--- src/rtl/trng_pkg.sv ---
// Shared state encoding and default configuration
// for the trng_8x7 sampler controller.
package trng_pkg;

  typedef enum logic [2:0] {
    IDLE,
    WARMUP,
    COLLECT,
    FULL,
    FAIL
  } state_t;

  localparam int TRNG_WORD_WIDTH = 32;
  localparam int TRNG_WARMUP     = 256;
  localparam int TRNG_DECIM      = 4;
  localparam int TRNG_REP_LIMIT  = 32;

endpackage

--- src/rtl/trng_rep_test.sv ---
// Repetition-count health test: flags a run of
// REP_LIMIT identical accepted samples.
module trng_rep_test
  import trng_pkg::*;
#(
  parameter int REP_LIMIT = TRNG_REP_LIMIT
) (
  input  logic clk,
  input  logic reset,
  input  logic clr,
  input  logic sample,
  input  logic bit_val,
  output logic fail
);

  localparam int RW = $clog2(REP_LIMIT) + 1;

  logic [RW-1:0] run;
  logic [RW-1:0] run_next;
  logic          prev;

  // run == 0 means no sample seen since the last clear
  always_comb begin
    run_next = RW'(1);
    if (run != '0 && bit_val == prev)
      run_next = run + RW'(1);
  end

  assign fail = sample && (run_next == RW'(REP_LIMIT));

  always_ff @(posedge clk or posedge reset) begin
    if (reset) begin
      run  <= '0;
      prev <= 1'b0;
    end else if (clr) begin
      run  <= '0;
      prev <= 1'b0;
    end else if (sample) begin
      run  <= run_next;
      prev <= bit_val;
    end
  end

endmodule

--- src/rtl/trng_sampler_ctrl.sv ---
// Warm-up, decimation, word packing and health
// checking for the trng_8x7 ring-oscillator TRNG.
module trng_sampler_ctrl
  import trng_pkg::*;
#(
  parameter int WORD_WIDTH    = TRNG_WORD_WIDTH,
  parameter int WARMUP_CYCLES = TRNG_WARMUP,
  parameter int DECIM         = TRNG_DECIM,
  parameter int REP_LIMIT     = TRNG_REP_LIMIT
) (
  input  logic                  clk,
  input  logic                  reset,
  input  logic                  enable,
  input  logic                  clear_fail,
  output logic                  trng_en,
  input  logic                  trng_out,
  output logic [WORD_WIDTH-1:0] data,
  output logic                  valid,
  input  logic                  ready,
  output logic                  health_fail,
  output logic                  busy
);

  localparam int WCW = $clog2(WARMUP_CYCLES) + 1;
  localparam int DCW = $clog2(DECIM) + 1;
  localparam int BCW = $clog2(WORD_WIDTH) + 1;

  state_t state;
  state_t state_next;

  logic [WCW-1:0]        wcnt;
  logic [DCW-1:0]        dcnt;
  logic [BCW-1:0]        bcnt;
  logic [WORD_WIDTH-1:0] shreg;
  logic [WORD_WIDTH-1:0] word;
  logic                  sample;
  logic                  word_done;
  logic                  fire;
  logic                  out_free;
  logic                  rep_fail;
  logic                  rep_clr;
  logic                  stay;

  assign fire      = valid && ready;
  assign out_free  = !valid || fire;
  assign sample    = (state == COLLECT) && enable
                  && (dcnt == DCW'(DECIM - 1));
  assign word_done = sample
                  && (bcnt == BCW'(WORD_WIDTH - 1));
  assign word      = {shreg[WORD_WIDTH-2:0], trng_out};
  assign rep_clr   = !(state == COLLECT || state == FULL);
  assign stay      = (state == COLLECT)
                  && (state_next == COLLECT);

  trng_rep_test #(
    .REP_LIMIT(REP_LIMIT)
  ) u_rep (
    .clk    (clk),
    .reset  (reset),
    .clr    (rep_clr),
    .sample (sample),
    .bit_val(trng_out),
    .fail   (rep_fail)
  );

  always_ff @(posedge clk or posedge reset) begin
    if (reset) state <= IDLE;
    else       state <= state_next;
  end

  // disable wins over health failure and word completion
  always_comb begin
    state_next = state;
    trng_en    = 1'b0;
    busy       = 1'b1;
    unique case (state)
      IDLE: begin
        busy = 1'b0;
        if (enable) state_next = WARMUP;
      end
      WARMUP: begin
        trng_en = 1'b1;
        if (!enable)
          state_next = IDLE;
        else if (wcnt == WCW'(WARMUP_CYCLES - 1))
          state_next = COLLECT;
      end
      COLLECT: begin
        trng_en = 1'b1;
        if (!enable)
          state_next = IDLE;
        else if (rep_fail)
          state_next = FAIL;
        else if (word_done && !out_free)
          state_next = FULL;
      end
      FULL: begin
        trng_en = 1'b1;
        if (!enable)    state_next = IDLE;
        else if (fire)  state_next = COLLECT;
      end
      FAIL: begin
        if (clear_fail) state_next = IDLE;
      end
      default: state_next = IDLE;
    endcase
  end

  always_ff @(posedge clk or posedge reset) begin
    if (reset) begin
      wcnt        <= '0;
      dcnt        <= '0;
      bcnt        <= '0;
      shreg       <= '0;
      data        <= '0;
      valid       <= 1'b0;
      health_fail <= 1'b0;
    end else begin
      if (state == WARMUP && state_next == WARMUP)
        wcnt <= wcnt + WCW'(1);
      else
        wcnt <= '0;

      if (!stay)
        dcnt <= '0;
      else if (dcnt == DCW'(DECIM - 1))
        dcnt <= '0;
      else
        dcnt <= dcnt + DCW'(1);

      if (!stay)
        bcnt <= '0;
      else if (sample)
        bcnt <= word_done ? '0 : bcnt + BCW'(1);

      // a stalled word waits in shreg while in FULL
      if (state_next == IDLE || state_next == WARMUP
          || state_next == FAIL)
        shreg <= '0;
      else if (sample)
        shreg <= word;

      if (state_next == IDLE || state_next == FAIL) begin
        valid <= 1'b0;
      end else if (state == FULL && fire) begin
        data  <= shreg;
        valid <= 1'b1;
      end else if (word_done && out_free) begin
        data  <= word;
        valid <= 1'b1;
      end else if (fire) begin
        valid <= 1'b0;
      end

      if (state == COLLECT && state_next == FAIL)
        health_fail <= 1'b1;
      else if ((state == IDLE || state == FAIL)
               && clear_fail)
        health_fail <= 1'b0;
    end
  end

endmodule

--- config.mk ---
export PLATFORM = sky130hd
export DESIGN_NAME = trng_sampler_ctrl
export DESIGN_NICKNAME = d
export VERILOG_FILES = /design/src/rtl/trng_pkg.sv /design/src/rtl/trng_rep_test.sv /design/src/rtl/trng_sampler_ctrl.sv
export SDC_FILE = /design/constraint.sdc
export NUM_CORES = 1
export LEC_CHECK = 0
export ABC_AREA = 1
export ABC_CLOCK_PERIOD_IN_PS = 2720
export CORE_MARGIN = 2
export CORE_UTILIZATION = 45
export CTS_CLUSTER_DIAMETER = 100
export DETAILED_ROUTE_END_ITERATION = 12
export PLACE_DENSITY = 0.64
export SKIP_LAST_GASP = 1
export SLEW_MARGIN = 5
export SYNTH_ARGS = -nofsm -noshare
export SYNTH_HDL_FRONTEND = slang
export SYNTH_HIERARCHICAL = 1
export SYNTH_SLANG_ARGS = --single-unit
--- constraint.sdc ---
create_clock -name clk -period 2.72 [get_ports clk]
set_input_delay 0.544 -clock clk [delete_from_list [all_inputs] [get_ports clk]]
set_output_delay 0.544 -clock clk [all_outputs]
set_load 0.01 [all_outputs]
==> flow_summary.ini, run 1 <==
[routing]
drc_errors = 0
drt_wl_total_mm = 9.741
vias = 3853
drt_first_pass_iters = 5
postRouteAntennaNets = 0
wl_per_cell_microns = 12.95
initialDrtViolationCount = 247
via_per_inst = 5.124

[setup_path]
slowest_stage = clkdlybuf4s50_1
crit_family = buffers and inverters
start_kind = primary input
path_class = in -> reg
crit_chain = clkdlybuf4s50_1, inv_1, nor2_2, inv_2, nor2_4, inv_1, nor2_1, nand2_1, nor2_1, nand2_1, nor2_2, nor2_2, nor2_1, buf_4, inv_2, nand2_1, buf_12, o21ai_0
end_kind = register
r2r_cells = 18
r2r_slack_ns = 0.30
arrival_ns = 2.69
critPathRequiredTime_ns = 2.97
crit_cells = 18
crit_fanout = 32
critPathBufInv = 7
slowest_delay_ns = 0.49

[power_and_ir_drop]
ir_drop_v = 0.0002751
power_w = 0.002504
power_density_mw_per_mm2 = 461.2
power.leakage_nw = 2.471

[status]
status = finished clean

[logic_synthesis]
synth_area_leaders = dfrtp_1 (52%), nand2_1 (12%), nand3_1 (8.5%)
synth_enable_flop_cells = 0
syn_area_sq_mm = 0.004554
async_reset_ff_frac = 1.000
avgSynthCellArea_sq_um = 7.990
synth_top_area_share = 0.5165
synthCells = 570
synthDistinctLibCells = 31
ys.flop_type = dfrtp_1
yosysTopAreaCell = dfrtp_1
ys_warn_count = 6
syn_nets = 582
synth_seq_cells = 94
ys_seq_area_frac = 0.5165

[floorplan]
die_y_microns = 104.6
rows = 36
die_w_microns = 104.6
core_area_sq_mm = 0.009819
start_util = 0.4638
ioPinCount = 42
fp.dieArea_sq_mm = 0.01094

[clock_tree]
h-tree-depth = 3
cts_root_buf = clkbuf_8
hold_buffers = 0
cts_buffers = 9
cts_tree = done
cts.clk_slew.worst_paths_ns = 0.09
clk_path_buf_depth = 2
postCtsSetupRepairBufs = 0
worstSkewPairLatency_ns = 0.36
clock-sinks = 94

[sta]
fin_crit_ns = 2.446
fin_tns_setup_ns = 0
worst_pin_slew_ns = 0.5290
setup_viol = 0
rsz0062_at_grt = no
fmax_mhz = 408.8
min_period_over_period = 0.8994
hold_viol = 0
slew_headroom = 0.6466
slew_violations = 0
clock-skew-final_ns = 0.01435

[global_route]
grt_pass1_vias = 3702
grt_pass1_wl_mm = 16.86
grt_util_all_layers = 0.1871
grt_max_degree = 44
grt_antenna_before_repair = 0
overflow = 0

[finish]
syn2layout_area_growth_pct = 19.23
nets = 626
layout_commonest_cell = nand2_1
diodes = 0
mostFrequentLayoutCells = nand2_1 (141), dfrtp_1 (94), nand3_1 (77)
drive_above_1_share = 0.07916

[placement]
place_hpwl_mm = 6.383
gpl.final_weighted_congestion = 0.8122
io_buffer_count = 41

[worst_hold_path]
holdCritPathClass = reg -> reg
hold_depth = 1

[flow_run]
maxCapViolCount = 0
[routing by layer]
metal  global-route usage  vias up  routed length [microns]
li1                     -     1909                        -
met1               0.2462     1840                     4447
met2               0.3067       91                     4651
met3              0.02745       13                      457
met4              0.08571        0                      184
met5                    0        -                        0
[sequential cells by signal, indices dropped and copies added, names as in the netlist]
signal and cells:
health_fail 1, data 32, wcnt 9, u_rep/prev 1
valid 1, u_rep/run 6, shreg 32, state 3
bcnt 6, dcnt 3
[stage by stage]
stage | util | std cells | setup WS (ns) | hold slack (ns) | area (sq um)
4_1_cts | 0.5525 | 752 | 0.06852 | 0.4695 | 5425
3_3_place_gp | 0.5313 | 736 | 0.02061 | 0.4534 | 5218
5_1_grt | 0.5530 | 752 | 0.06860 | 0.4923 | 5430
3_5_place_dp | 0.5313 | 736 | -0.06149 | 0.4584 | 5218
6_report | 0.5530 | 752 | 0.2736 | 0.4692 | 5430
2_1_floorplan | - | 570 | 0.2135 | 0.3474 | 4558
[cells in the mapped netlist, types with 2 or more instances]
| cell type | number |
|---|---|
| nand2_1 | 142 |
| dfrtp_1 | 94 |
| nand3_1 | 77 |
| o21ai_0 | 75 |
| inv_1 | 72 |
| nor2_1 | 33 |
| clkbuf_1 | 12 |
| nand4_1 | 11 |
| buf_2 | 7 |
| ha_1 | 6 |
| a21oi_1 | 4 |
| inv_2 | 4 |
| nor3_1 | 4 |
| buf_4 | 3 |
| buf_6 | 3 |
| nor2_2 | 3 |
| nor3b_1 | 3 |
| o21ai_1 | 3 |
| nand2_2 | 2 |
[repair_timing]
action,4_1_cts,5_1_grt
endpoints found under the hold margin,0,0
resized for setup,0,4
setup endpoints to repair,0,41
[layout make-up]
cell class | count | area (sq um)
flip-flops and latches | 94 | 2352
repair buffers | 59 | 633.1
fillers | 927 | 4389
inverters | 76 | 289.0
well taps | 133 | 166.4
multi-input cells | 374 | 1782
clock inverters | 3 | 68.82
clock buffers | 13 | 138.9
[cells by family after synthesis]
logic type	Yosys count	synth area share
buffers and inverters	102	0.09340
AOI/OAI and AO/OA	86	0.09973
xor gates and xnor gates	2	0.003847
adders and majority gates	6	0.01648
and+or+nand+nor	280	0.2701
DFF	94	0.5165
[power breakdown]
group | switching, W | leakage (nW) | internal, W
Clock | 0.000474 | 0.102 | 0.000522
Sequential | 0.00000517 | 1.31 | 0.00140
Combinational | 0.0000636 | 1.06 | 0.0000375
[path summary, 6_finish.rpt]
check                        start           end
max in group asynchronous    reset       bcnt[3]
setup reg to reg           dcnt[0]     shreg[19]
min in group asynchronous    reset  u_rep/run[5]
setup / recovery            enable     shreg[19]
hold / removal             wcnt[0]       wcnt[0]
hold reg to reg            wcnt[0]       wcnt[0]
(Power assumes the default switching activity.)
==> inputs of run 2 (changes only) <==
--- a/config.mk
+++ b/config.mk
@@ -8,12 +8,12 @@
 export ABC_AREA = 1
 export ABC_CLOCK_PERIOD_IN_PS = 2720
 export CORE_MARGIN = 2
-export CORE_UTILIZATION = 45
+export CORE_UTILIZATION = 30
 export CTS_CLUSTER_DIAMETER = 100
 export DETAILED_ROUTE_END_ITERATION = 12
-export PLACE_DENSITY = 0.64
+export DONT_BUFFER_PORTS = 1
+export PLACE_DENSITY = 0.42
 export SKIP_LAST_GASP = 1
-export SLEW_MARGIN = 5
 export SYNTH_ARGS = -nofsm -noshare
 export SYNTH_HDL_FRONTEND = slang
 export SYNTH_HIERARCHICAL = 1
==> flow_summary.ini, run 2 (synthesis gave the netlist of run 1 again) <==
[status]
status = finished clean

[clock_tree]
h-tree-depth = 3
worstSkewPairLatency_ns = 0.35
clk_path_buf_depth = 2
cts_buffers = 9
clock-sinks = 94
cts_tree = done
postCtsSetupRepairBufs = 0
cts_root_buf = clkbuf_16
cts.clk_slew.worst_paths_ns = 0.06

[floorplan]
die_w_microns = 127.2
fp.dieArea_sq_mm = 0.01618
die_y_microns = 127.2
core_area_sq_mm = 0.01503
rows = 45
start_util = 0.3030
ioPinCount = 42

[routing]
drt_first_pass_iters = 4
via_per_inst = 4.741
wl_per_cell_microns = 13.35
vias = 3589
drt_wl_total_mm = 10.11
postRouteAntennaNets = 0
drc_errors = 0
initialDrtViolationCount = 167

[setup_path]
critPathRequiredTime_ns = 2.95
crit_fanout = 27
r2r-end = data[30]
critPathLaunch = state[2]
end_kind = register
r2r_slack_ns = 0.31
start_kind = register
crit-reg2reg-launch = state[2]
arrival_ns = 2.64
r2r_cells = 17
path_class = reg -> reg
endpoint = data[30]

[global_route]
grt_max_degree = 50
grt_pass1_wl_mm = 17.51
grt_util_all_layers = 0.1353
grt_pass1_vias = 3477
overflow = 0
grt_antenna_before_repair = 0

[power_and_ir_drop]
ir_drop_v = 0.0002810
power_w = 0.002821
power.leakage_nw = 2.316
power_density_mw_per_mm2 = 552.1

[sta]
worst_pin_slew_ns = 0.5549
min_period_over_period = 0.8846
setup_viol = 0
hold_viol = 0
slew_headroom = 0.6287
clock-skew-final_ns = 0.01077
fin_tns_setup_ns = 0
fin_crit_ns = 2.406
fmax_mhz = 415.6
slew_violations = 0

[finish]
layout_commonest_cell = nand2_1
mostFrequentLayoutCells = nand2_1 (141), dfrtp_1 (94), nand3_1 (77)
post-route-util = 0.3399
largestRegisters = data: 32 flops, shreg: 32 flops, wcnt: 9 flops
nets = 577
instances_no_fill = 757
drive_above_1_share = 0.07733
diodes = 0
syn2layout_area_growth_pct = 12.20

[flow_run]
maxCapViolCount = 0

[placement]
io_buffer_count = 0
place_hpwl_mm = 6.656
gpl.final_weighted_congestion = 0.7646
placed_cells = 742

[worst_hold_path]
holdCritPathClass = in -> async
-- run 2: changes by cell type in the layout (fill, tap and decap cells not counted), moves of 2 or more --
cell / delta
clkdlybuf4s50_1: -41
clkbuf_16: +9
clkbuf_8: -9
buf_4: -6
clkbuf_1: -4
buf_12: -3
clkinv_2: +2
-- run 2: cell type report --
class / instances / area [sq um]
inverters: 76 / 291.5
fillers: 1581 / 9923
repair buffers: 10 / 128.9
clock inverters: 6 / 86.33
flip-flops and latches: 94 / 2352
well taps: 188 / 235.2
multi-input cells: 374 / 1790
clock buffers: 9 / 225.2
-- run 2: what timing repair did --
| item | CTS | global route |
|---|---|---|
| setup endpoints to repair | 0 | 68 |
| resized for setup | 0 | 7 |
| hold buffers | 0 | 0 |
| endpoints found under the hold margin | 0 | 0 |
-- run 2: worst min-delay path by stage --
stage | start | to | slack (ns) | cells past startpoint
final | reset | u_rep/prev | 0.02 | 1
after global placement | reset | u_rep/run[1] | 0.39 | 1
after global routing | reset | state[2] | 0.03 | 1
after detailed placement | reset | u_rep/prev | 0.39 | 1
after CTS | reset | u_rep/prev | 0.02 | 1
after floorplan | reset | u_rep/prev | 0.35 | 1
-- run 2: through the flow --
| stage | cell area, sq um | worst slack, ns | hold slack (ns) |
|---|---|---|---|
| final | 5110 | 0.3138 | 0.01989 |
| after global routing | 5110 | -0.003824 | 0.03292 |
| after CTS | 5090 | 0.1869 | 0.01816 |
| after detailed placement | 4778 | 0.2022 | 0.3876 |
| after global placement | 4778 | 0.2802 | 0.3922 |
| after floorplan | 4558 | 0.2135 | 0.3474 |
-- run 2: layer usage --
layer,share of wire,global-route usage,up-vias,wire [microns]
met3,0.039,0.03601,11,392
met1,0.49,0.1825,1712,4947
li1,-,-,1814,-
met2,0.46,0.2116,52,4601
met5,0,0,-,0
met4,0.016,0.04654,0,166
-- run 2: power by group --
group	internal (W)	switching, W
sequential	0.00140	0.00000845
clock	0.000800	0.000534
combinational	0.0000169	0.0000577
-- run 2: worst max-delay path, stage by stage, from the launching register on --
cell and delay [ns]:
dfrtp_1 0.41, inv_1 0.14, nand3_1 0.10, nor2_2 0.14, inv_2 0.07, nor2_4 0.08, inv_1 0.05, nor2_1 0.08
nand2_1 0.05, nor2_1 0.08, nand2_1 0.07, nor2_2 0.12, nor2_2 0.08, nor2_2 0.16, nand3_2 0.20, buf_6 0.24
nand3_1 0.14, nand2_1 0.07
